--- src/rtl/sign_pkg.sv ---
// Shared types and constants for the sign-identification frame controller.
package sign_pkg;

    localparam int SIGN_W    = 4;
    localparam int DEF_IMG_W = 320;
    localparam int DEF_IMG_H = 240;

    typedef enum logic [2:0] {
        ST_IDLE,
        ST_STREAM,
        ST_DRAIN,
        ST_FLAG,
        ST_WAIT,
        ST_SAMPLE
    } frame_state_t;

endpackage

--- src/rtl/sign_debouncer.sv ---
// Publishes a sign result only after it has been seen on STABLE_FRAMES
// consecutive sample strobes; pulses sign_valid whenever the published value changes.
module sign_debouncer
    import sign_pkg::*;
#(
    parameter int STABLE_FRAMES = 3
) (
    input  logic              clk,
    input  logic              rst,
    input  logic              en,
    input  logic [SIGN_W-1:0] sign_in,
    output logic [SIGN_W-1:0] sign_out,
    output logic              sign_valid
);

    localparam int MATCH_W = $clog2(STABLE_FRAMES + 1);

    logic [SIGN_W-1:0]  cand_q, cand_d;
    logic [MATCH_W-1:0] match_q, match_d;
    logic [SIGN_W-1:0]  out_q, out_d;
    logic               valid_q, valid_d;

    always_comb begin
        cand_d  = cand_q;
        match_d = match_q;
        out_d   = out_q;
        valid_d = 1'b0;
        if (en) begin
            if (sign_in == cand_q) begin
                if (match_q != MATCH_W'(STABLE_FRAMES))
                    match_d = match_q + 1'b1;
            end else begin
                cand_d  = sign_in;
                match_d = MATCH_W'(1);
            end
            // Publish decision uses the updated history, so it lands on the same edge.
            if (match_d == MATCH_W'(STABLE_FRAMES) && cand_d != out_q) begin
                out_d   = cand_d;
                valid_d = 1'b1;
            end
        end
    end

    always_ff @(posedge clk) begin
        if (rst) begin
            cand_q  <= '0;
            match_q <= '0;
            out_q   <= '0;
            valid_q <= 1'b0;
        end else begin
            cand_q  <= cand_d;
            match_q <= match_d;
            out_q   <= out_d;
            valid_q <= valid_d;
        end
    end

    assign sign_out   = out_q;
    assign sign_valid = valid_q;

endmodule

--- src/rtl/sign_frame_controller.sv ---
// Frame sequencer: streams IMG_W x IMG_H pixels into the pipeline, waits for it to
// drain, pulses the end-of-frame flag and samples the debounced sign result.
module sign_frame_controller
    import sign_pkg::*;
#(
    parameter int IMG_W         = DEF_IMG_W,
    parameter int IMG_H         = DEF_IMG_H,
    parameter int SETTLE_CYCLES = 8,
    parameter int RESULT_CYCLES = 4,
    parameter int STABLE_FRAMES = 3,
    localparam int COL_W = (IMG_W > 1) ? $clog2(IMG_W) : 1,
    localparam int ROW_W = (IMG_H > 1) ? $clog2(IMG_H) : 1
) (
    input  logic              clk,
    input  logic              rst,
    input  logic              start,
    input  logic              continuous,
    input  logic              mode_bg,
    input  logic              pix_valid,
    output logic              pix_ready,
    output logic              pipe_en,
    output logic [COL_W-1:0]  col,
    output logic [ROW_W-1:0]  row,
    output logic              flag,
    output logic              bg_diff,
    input  logic [SIGN_W-1:0] sign_in,
    output logic [SIGN_W-1:0] sign_out,
    output logic              sign_valid,
    output logic              busy
);

    localparam int CNT_MAX = (SETTLE_CYCLES > RESULT_CYCLES) ? SETTLE_CYCLES : RESULT_CYCLES;
    localparam int CNT_W   = $clog2(CNT_MAX + 1);

    frame_state_t     state_q, state_d;
    logic [COL_W-1:0] col_q, col_d;
    logic [ROW_W-1:0] row_q, row_d;
    logic [CNT_W-1:0] cnt_q, cnt_d;
    logic             bg_q, bg_d;
    logic             ready_q, ready_d;
    logic             flag_q, flag_d;
    logic             busy_q, busy_d;

    assign pipe_en = pix_valid & ready_q;

    always_comb begin
        state_d = state_q;
        col_d   = col_q;
        row_d   = row_q;
        cnt_d   = cnt_q;
        bg_d    = bg_q;
        case (state_q)
            ST_IDLE: begin
                if (start) begin
                    state_d = ST_STREAM;
                    col_d   = '0;
                    row_d   = '0;
                    bg_d    = mode_bg;
                end
            end
            ST_STREAM: begin
                if (pipe_en) begin
                    if (col_q == COL_W'(IMG_W - 1)) begin
                        col_d = '0;
                        if (row_q == ROW_W'(IMG_H - 1)) begin
                            row_d   = '0;
                            cnt_d   = CNT_W'(SETTLE_CYCLES - 1);
                            state_d = ST_DRAIN;
                        end else begin
                            row_d = row_q + 1'b1;
                        end
                    end else begin
                        col_d = col_q + 1'b1;
                    end
                end
            end
            ST_DRAIN: begin
                if (cnt_q == '0) state_d = ST_FLAG;
                else             cnt_d   = cnt_q - 1'b1;
            end
            ST_FLAG: begin
                cnt_d   = CNT_W'(RESULT_CYCLES - 1);
                state_d = ST_WAIT;
            end
            ST_WAIT: begin
                if (cnt_q == '0) state_d = ST_SAMPLE;
                else             cnt_d   = cnt_q - 1'b1;
            end
            ST_SAMPLE: begin
                if (continuous) begin
                    state_d = ST_STREAM;
                    col_d   = '0;
                    row_d   = '0;
                    bg_d    = mode_bg;
                end else begin
                    state_d = ST_IDLE;
                end
            end
            default: state_d = ST_IDLE;
        endcase
        // Outputs are registered from the next state so they align with it.
        ready_d = (state_d == ST_STREAM);
        flag_d  = (state_d == ST_FLAG);
        busy_d  = (state_d != ST_IDLE);
    end

    always_ff @(posedge clk) begin
        if (rst) begin
            state_q <= ST_IDLE;
            col_q   <= '0;
            row_q   <= '0;
            cnt_q   <= '0;
            bg_q    <= 1'b0;
            ready_q <= 1'b0;
            flag_q  <= 1'b0;
            busy_q  <= 1'b0;
        end else begin
            state_q <= state_d;
            col_q   <= col_d;
            row_q   <= row_d;
            cnt_q   <= cnt_d;
            bg_q    <= bg_d;
            ready_q <= ready_d;
            flag_q  <= flag_d;
            busy_q  <= busy_d;
        end
    end

    sign_debouncer #(
        .STABLE_FRAMES(STABLE_FRAMES)
    ) u_debounce (
        .clk       (clk),
        .rst       (rst),
        .en        (state_q == ST_SAMPLE),
        .sign_in   (sign_in),
        .sign_out  (sign_out),
        .sign_valid(sign_valid)
    );

    assign pix_ready = ready_q;
    assign col       = col_q;
    assign row       = row_q;
    assign flag      = flag_q;
    assign bg_diff   = bg_q;
    assign busy      = busy_q;

endmodule

--- config.mk ---
export PLATFORM = sky130hd
export DESIGN_NAME = sign_frame_controller
export DESIGN_NICKNAME = d
export VERILOG_FILES = /design/src/rtl/sign_pkg.sv /design/src/rtl/sign_debouncer.sv /design/src/rtl/sign_frame_controller.sv
export SDC_FILE = /design/constraint.sdc
export NUM_CORES = 1
export LEC_CHECK = 0
export ABC_AREA = 1
export BUFFER_PORTS_ARGS = -buffer_cell sky130_fd_sc_hd__buf_2
export CORE_ASPECT_RATIO = 0.6
export CORE_MARGIN = 8
export CORE_UTILIZATION = 32
export CTS_CLUSTER_SIZE = 10
export DETAILED_ROUTE_END_ITERATION = 12
export PLACE_DENSITY_LB_ADDON = 0.12
export SYNTH_ARGS = -nofsm -noshare
export SYNTH_HDL_FRONTEND = slang
export SYNTH_HIERARCHICAL = 1
export SYNTH_SLANG_ARGS = --single-unit
export TNS_END_PERCENT = 100
--- constraint.sdc ---
create_clock -name clk -period 1.6 [get_ports clk]
set_input_delay 0.4 -clock clk [delete_from_list [all_inputs] [get_ports clk]]
set_output_delay 0.4 -clock clk [all_outputs]
set_load 0.03 [all_outputs]
==> results of run 1 <==
==> routing by layer <==
layer,part of all wire [%],up-vias,wire length [um]
met5,0,-,0
met1,55,970,3320
met4,0.30,0,18
met3,7.8,2,471
met2,37,50,2190
li1,-,1192,-
==> repair_timing <==
action                                  4_1_cts  5_1_grt
buffers inserted                              0        1
hold endpoints to repair                      0        0
resized for setup                             0       16
endpoints found under the setup margin        0       23
==> metrics by stage <==
stage	worst slack (ns)	utilization [%]	total power [mW]	hold slack, ns	TNS [ns]
2_1_floorplan	0.00230	-	1.25	0.441	0
3_3_place_gp	0.0298	40.5	1.37	0.454	0
3_5_place_dp	0.0279	40.5	1.37	0.467	0
4_1_cts	0.00205	42.6	2.32	0.369	0
5_1_grt	-0.00577	43.5	2.42	0.374	-0.00577
6_report	0.110	43.5	2.30	0.369	0
==> cell usage after synthesis (2+ instances only) <==
cell | n | area [sq um]
nor2_8 | 2 | 40.0
clkbuf_1 | 2 | 7.51
nand2_2 | 9 | 56.3
ha_1 | 3 | 37.5
inv_1 | 36 | 135
nand2_4 | 2 | 22.5
nand3_1 | 28 | 140
o21ai_2 | 2 | 17.5
a211oi_1 | 2 | 15.0
nor2_1 | 44 | 165
o21ai_1 | 4 | 20.0
inv_2 | 7 | 26.3
xor2_1 | 5 | 43.8
dfxtp_1 | 39 | 781
nor3_1 | 7 | 35.0
nand2_1 | 81 | 304
nand4_1 | 8 | 50.1
nor2_4 | 4 | 45.0
o21ai_0 | 9 | 45.0
a21oi_1 | 23 | 115
nor2_2 | 2 | 12.5
nand3b_1 | 2 | 15.0
==> report_power, final <==
part           internal [mW]  total (mW)  switching [mW]
logic                  0.121       0.347           0.226
clock network          0.576       0.945           0.370
registers              0.994        1.01          0.0161
total                   1.69        2.30           0.611
==> placed cells by master (no fill, tap or decap), types with 2 or more instances in the layout <==
| cell | count |
|---|---|
| dfxtp_2 | 6 |
| buf_2 | 36 |
| nand2_2 | 14 |
| nor2_8 | 2 |
| a211oi_1 | 2 |
| nor2_2 | 3 |
| nor2_4 | 6 |
| nand2_4 | 2 |
| nand3b_1 | 2 |
| inv_1 | 36 |
| clkbuf_16 | 5 |
| a21oi_1 | 23 |
| dfxtp_1 | 33 |
| nor2_1 | 41 |
| nand2_1 | 76 |
| o21ai_1 | 4 |
| nand3_1 | 27 |
| buf_4 | 31 |
| nand4_1 | 8 |
| o21ai_0 | 9 |
| xor2_1 | 5 |
| clkbuf_1 | 2 |
| nor3_1 | 6 |
| inv_2 | 7 |
| ha_1 | 2 |
==> final cells by class <==
type / instances / area [sq um]
Timing Repair Buffer: 68 / 424
Inverter: 43 / 161
Tap cell: 87 / 109
Multi-Input combinational cell: 241 / 1280
Sequential cell: 39 / 788
Clock inverter: 1 / 5.00
Clock buffer: 7 / 133
Fill cell: 709 / 3770
==> final timing paths <==
path	start	to	depth (start not counted)	slack [ns]
setup / recovery	row[0]	cnt_q[1]	8	0.11
hold reg to reg	cnt_q[1]	cnt_q[1]	2	0.47
hold / removal	mode_bg	bg_diff	3	0.37
setup reg to reg	row[0]	cnt_q[1]	8	0.11
==> kinds of logic after synthesis <==
kind of cell	after synthesis
compound gates	41
xor+xnor	5
fa+ha+maj	3
buf+inv	48
flops	39
simple gates	192
==> worst max-delay path, cell delays in order (launching register included) <==
cell and delay [ns]:
dfxtp_2 0.33, ha_1 0.17, nand2_2 0.09, nor2_4 0.11, nand3_2 0.11, o21ai_4 0.23
buf_4 0.15, nand3_1 0.06, a21oi_1 0.16
==> registers in the layout (all words and copies together) (netlist names) <==
signal,flops
busy,1
state_q,3
u_debounce/match_q,2
u_debounce/sign_out,4
cnt_q,4
u_debounce/sign_valid,1
u_debounce/cand_q,4
flag,1
col,9
bg_diff,1
row,8
pix_ready,1
==> flow_summary.yaml, run 1 <==
outcome:
  status: "finished clean"
final_layout:
  drive_above_1_share_pct: 30.3
  design_area_sq_mm: 0.00290
  layout.nets: 411
  instances_no_fill: 486
  num_antenna_cells: 0
  syn_to_final_growth_pct: 31.6
floorplanning:
  die_x_um: 123
  row_count: 23
  fp.dieH_um: 80.3
  io_pins: 37
  die_area_sq_mm: 0.00989
  core-area_sq_mm: 0.00668
  start_util_pct: 33.0
synthesis:
  netlist_area_sq_mm: 0.00221
  synth_flop_cell: "dfxtp_1"
  synthAdderAreaFrac_pct: 1.70
  ys_async_sr_fraction_pct: 0
  synth_cell_types: 29
  synth_nets: 341
  synth_warnings: 6
  synth_xor_area_share_pct: 1.99
  synth_top_family_by_area: "simple AND/OR/NAND/NOR gates"
  ys_seq_area_share_pct: 35.4
  synth-compound-area-share_pct: 9.98
  synthMuxAreaShare_pct: 0
  synth_edf_count: 0
  syn_area_per_cell_sq_um: 6.73
  synth-seq-cells: 39
  synth-simple-area-share_pct: 42.2
  synthCells: 328
critical_path:
  path_class: "flip-flop to flip-flop"
  start_kind: "flip-flop"
  critPathArrivalTime_ns: 1.69
  critPathMaxFanout: 6
  endpoint_kind: "flip-flop"
  worst_ep_required_time_ns: 1.80
routing:
  wl_per_cell_um: 12.3
  drt-initial-drc-count: 161
  routed_wl_um: 6000
  drtPass1Iterations: 4
  drc: 0
  dr_total_vias: 2214
  viasPerCell: 4.56
  drtAntennaViolNets: 0
pwr:
  power_density_mw_per_mm2: 793
  vdd_drop_max_mv: 0.385
  leakagePower_nw: 1.35
grt:
  top_usage_layer: "met1"
  grt_first_pass_wirelength_um: 9740
  met2_usage_pct: 15.7
  met3_usage_pct: 3.57
  antenna_found_initial: 0
  grtUsageMet1_pct: 19.3
  overflow: 0
  gr-usage-all-layers_pct: 12.5
  grt_pass1_vias: 1979
  grt_max_degree: 19
sta:
  clock_skew_ns: 0.00599
  finalCriticalPeriod_ns: 1.49
  slew_violations: 0
  maxSlewHeadroom_pct: 76.9
  tightest_slew_ns: 0.343
  post-route-period-util_pct: 93.1
  timing.fmax_mhz: 671
  finalHoldViolCount: 0
  setup_viol: 0
placed_design:
  dp.cells: 477
  place_area_sq_mm: 0.00271
  io_buffers: 36
  hpwl_um: 4840
  gp_congestion: 0.856
clocking:
  cts_tree: "yes"
  cts_made_buffers: 5
  cts_hold_buffers: 0
  ctsRootBufferMaster: "clkbuf_16"
  cts_sinks: 39
  cts.path.max_buffers: 2
  cts_max_level: 2
  clk_pin_slew_ns: 0.06
  insertion_delay_ns: 0.28
worst_hold_path:
  hp-class: "primary input to flip-flop"
job:
  maxCapViolations: 0
(Power assumes the default switching activity.)
==> inputs of run 2 (changes only) <==
==> constraint.sdc (replaced) <==
create_clock -name clk -period 1.8 [get_ports clk]
set_input_delay 0.45 -clock clk [delete_from_list [all_inputs] [get_ports clk]]
set_output_delay 0.45 -clock clk [all_outputs]
set_load 0.03 [all_outputs]
==> run 2 against run 1 <==
Clock skew down 0.0039 ns. Non-clock buffer count decreased by 21. Maximum frequency decreased by 9.2%. First-iteration DRC count fell by 20%. Largest power group unchanged. Highest routed layer unchanged.
==> flow_summary.yaml, run 2 (synthesis results as in run 1) <==
outcome:
  status: "finished clean"
grt:
  antenna_found_initial: 0
  overflow: 0
  gr-usage-all-layers_pct: 12.6
  grt_pass1_vias: 1909
  grt_first_pass_wirelength_um: 9700
  grt_max_degree: 13
routing:
  viasPerCell: 4.58
  drt-initial-drc-count: 129
  drtPass1Iterations: 4
  drtAntennaViolNets: 0
  routed_wl_um: 5880
  wl_per_cell_um: 12.6
  dr_total_vias: 2130
  drc: 0
critical_path:
  crit_path_max_incr_delay_ns: 0.37
  path_cells: "ha_1, nand2_1, nor2_1, nand3_1, o21ai_4, nand2_1, o21ai_1, nand2_1"
  cp_common_cell: "nand2_1"
  worst_ep_required_time_ns: 1.97
  crit-reg2reg-launch: "row[0]"
  critPathSlowestCell: "dfxtp_1"
  critPathMaxFanout: 7
  critical_path.startpoint: "row[0]"
  path_class: "flip-flop to flip-flop"
  critPathArrivalTime_ns: 1.81
  endpoint_kind: "flip-flop"
  start_kind: "flip-flop"
clocking:
  cts_sinks: 39
  cts_made_buffers: 5
  ctsRootBufferMaster: "clkbuf_16"
  insertion_delay_ns: 0.28
  cts_max_level: 2
  cts.path.max_buffers: 2
  cts_hold_buffers: 0
  clk_pin_slew_ns: 0.06
  cts_tree: "yes"
job:
  maxCapViolations: 0
sta:
  timing.fmax_mhz: 610
  finalHoldViolCount: 0
  rsz0062_at_grt: "no"
  whs_ns: 0.402
  post-route-period-util_pct: 91.1
  clock_skew_ns: 0.00213
  setup_viol: 0
  tightest_slew_ns: 0.386
  slew_violations: 0
  finalCriticalPeriod_ns: 1.64
  setup_slack_ns: 0.160
  maxSlewHeadroom_pct: 74.1
  final.setup.tns_ns: 0
floorplanning:
  io_pins: 37
  fp.dieH_um: 80.3
  core-area_sq_mm: 0.00668
  row_count: 23
  die_area_sq_mm: 0.00989
  die_x_um: 123
  start_util_pct: 33.0
pwr:
  total_power_mw: 2.04
  leakagePower_nw: 1.25
  vdd_drop_max_mv: 0.314
  power_density_mw_per_mm2: 757
placed_design:
  hpwl_um: 4680
  place_area_sq_mm: 0.00255
  io_buffers: 36
  gp_congestion: 0.831
  dp_slack_ns: 0.136
final_layout:
  design_area_sq_mm: 0.00270
  largest_reg_flops: 9
  final_cell_mix: "80 x nand2_1, 44 x nor2_1, 39 x dfxtp_1, 36 x inv_1, 36 x buf_2"
  final_common_cell: "nand2_1"
  num_antenna_cells: 0
  drive_above_1_share_pct: 22.8
  layout.nets: 390
  syn_to_final_growth_pct: 22.2
worst_hold_path:
  hp-class: "primary input to flip-flop"
  min_from: "mode_bg"
## run 2: critical path: cells and delay by family, from the launching register on
family,cells,cell delay [ns]
AO/OA/AOI/OAI,2,0.39
adder cells (fa/ha/maj),1,0.18
flip-flops,1,0.37
AND/OR/NAND/NOR,5,0.58
## run 2: worst paths after layout
kind,endpoint,slack (ns),depth (start not counted)
setup / recovery,busy,0.16,8
hold / removal,bg_diff,0.40,3
setup reg to reg,busy,0.16,8
hold reg to reg,cnt_q[1],0.48,2
## run 2: metal layers
layer / GRT usage, % / up-vias / share of wire (%)
met3: 3.50 / 2 / 6.7
met2: 15.4 / 48 / 36
li1: - / 1144 / -
met5: 0 / - / 0
met1: 19.4 / 936 / 56
met4: 4.66 / 0 / 0.68
## run 2: where the power goes
| group | internal [mW] | switching (mW) |
|---|---|---|
| combinational | 0.0927 | 0.195 |
| clock | 0.506 | 0.350 |
| sequential | 0.882 | 0.0155 |
## run 2: layout make-up
| class | count | area [sq um] |
|---|---|---|
| Clock buffer | 5 | 125 |
| Clock inverter | 3 | 15.0 |
| Fill cell | 723 | 3980 |
| Inverter | 43 | 161 |
| Multi-Input combinational cell | 241 | 1240 |
| Sequential cell | 39 | 781 |
| Tap cell | 87 | 109 |
| Timing Repair Buffer | 47 | 263 |
## run 2: through the flow
| stage | util [%] | std cells |
|---|---|---|
| global route | 40.4 | 465 |
| floorplan | - | 328 |
| finish | 40.4 | 465 |
| CTS | 40.2 | 465 |
| global placement | 38.1 | 457 |
| detailed placement | 38.1 | 457 |
## run 2: what timing repair did
action	4_1_cts	5_1_grt
buffers inserted	0	0
gates resized for setup	0	2
endpoints found under the setup margin	0	7
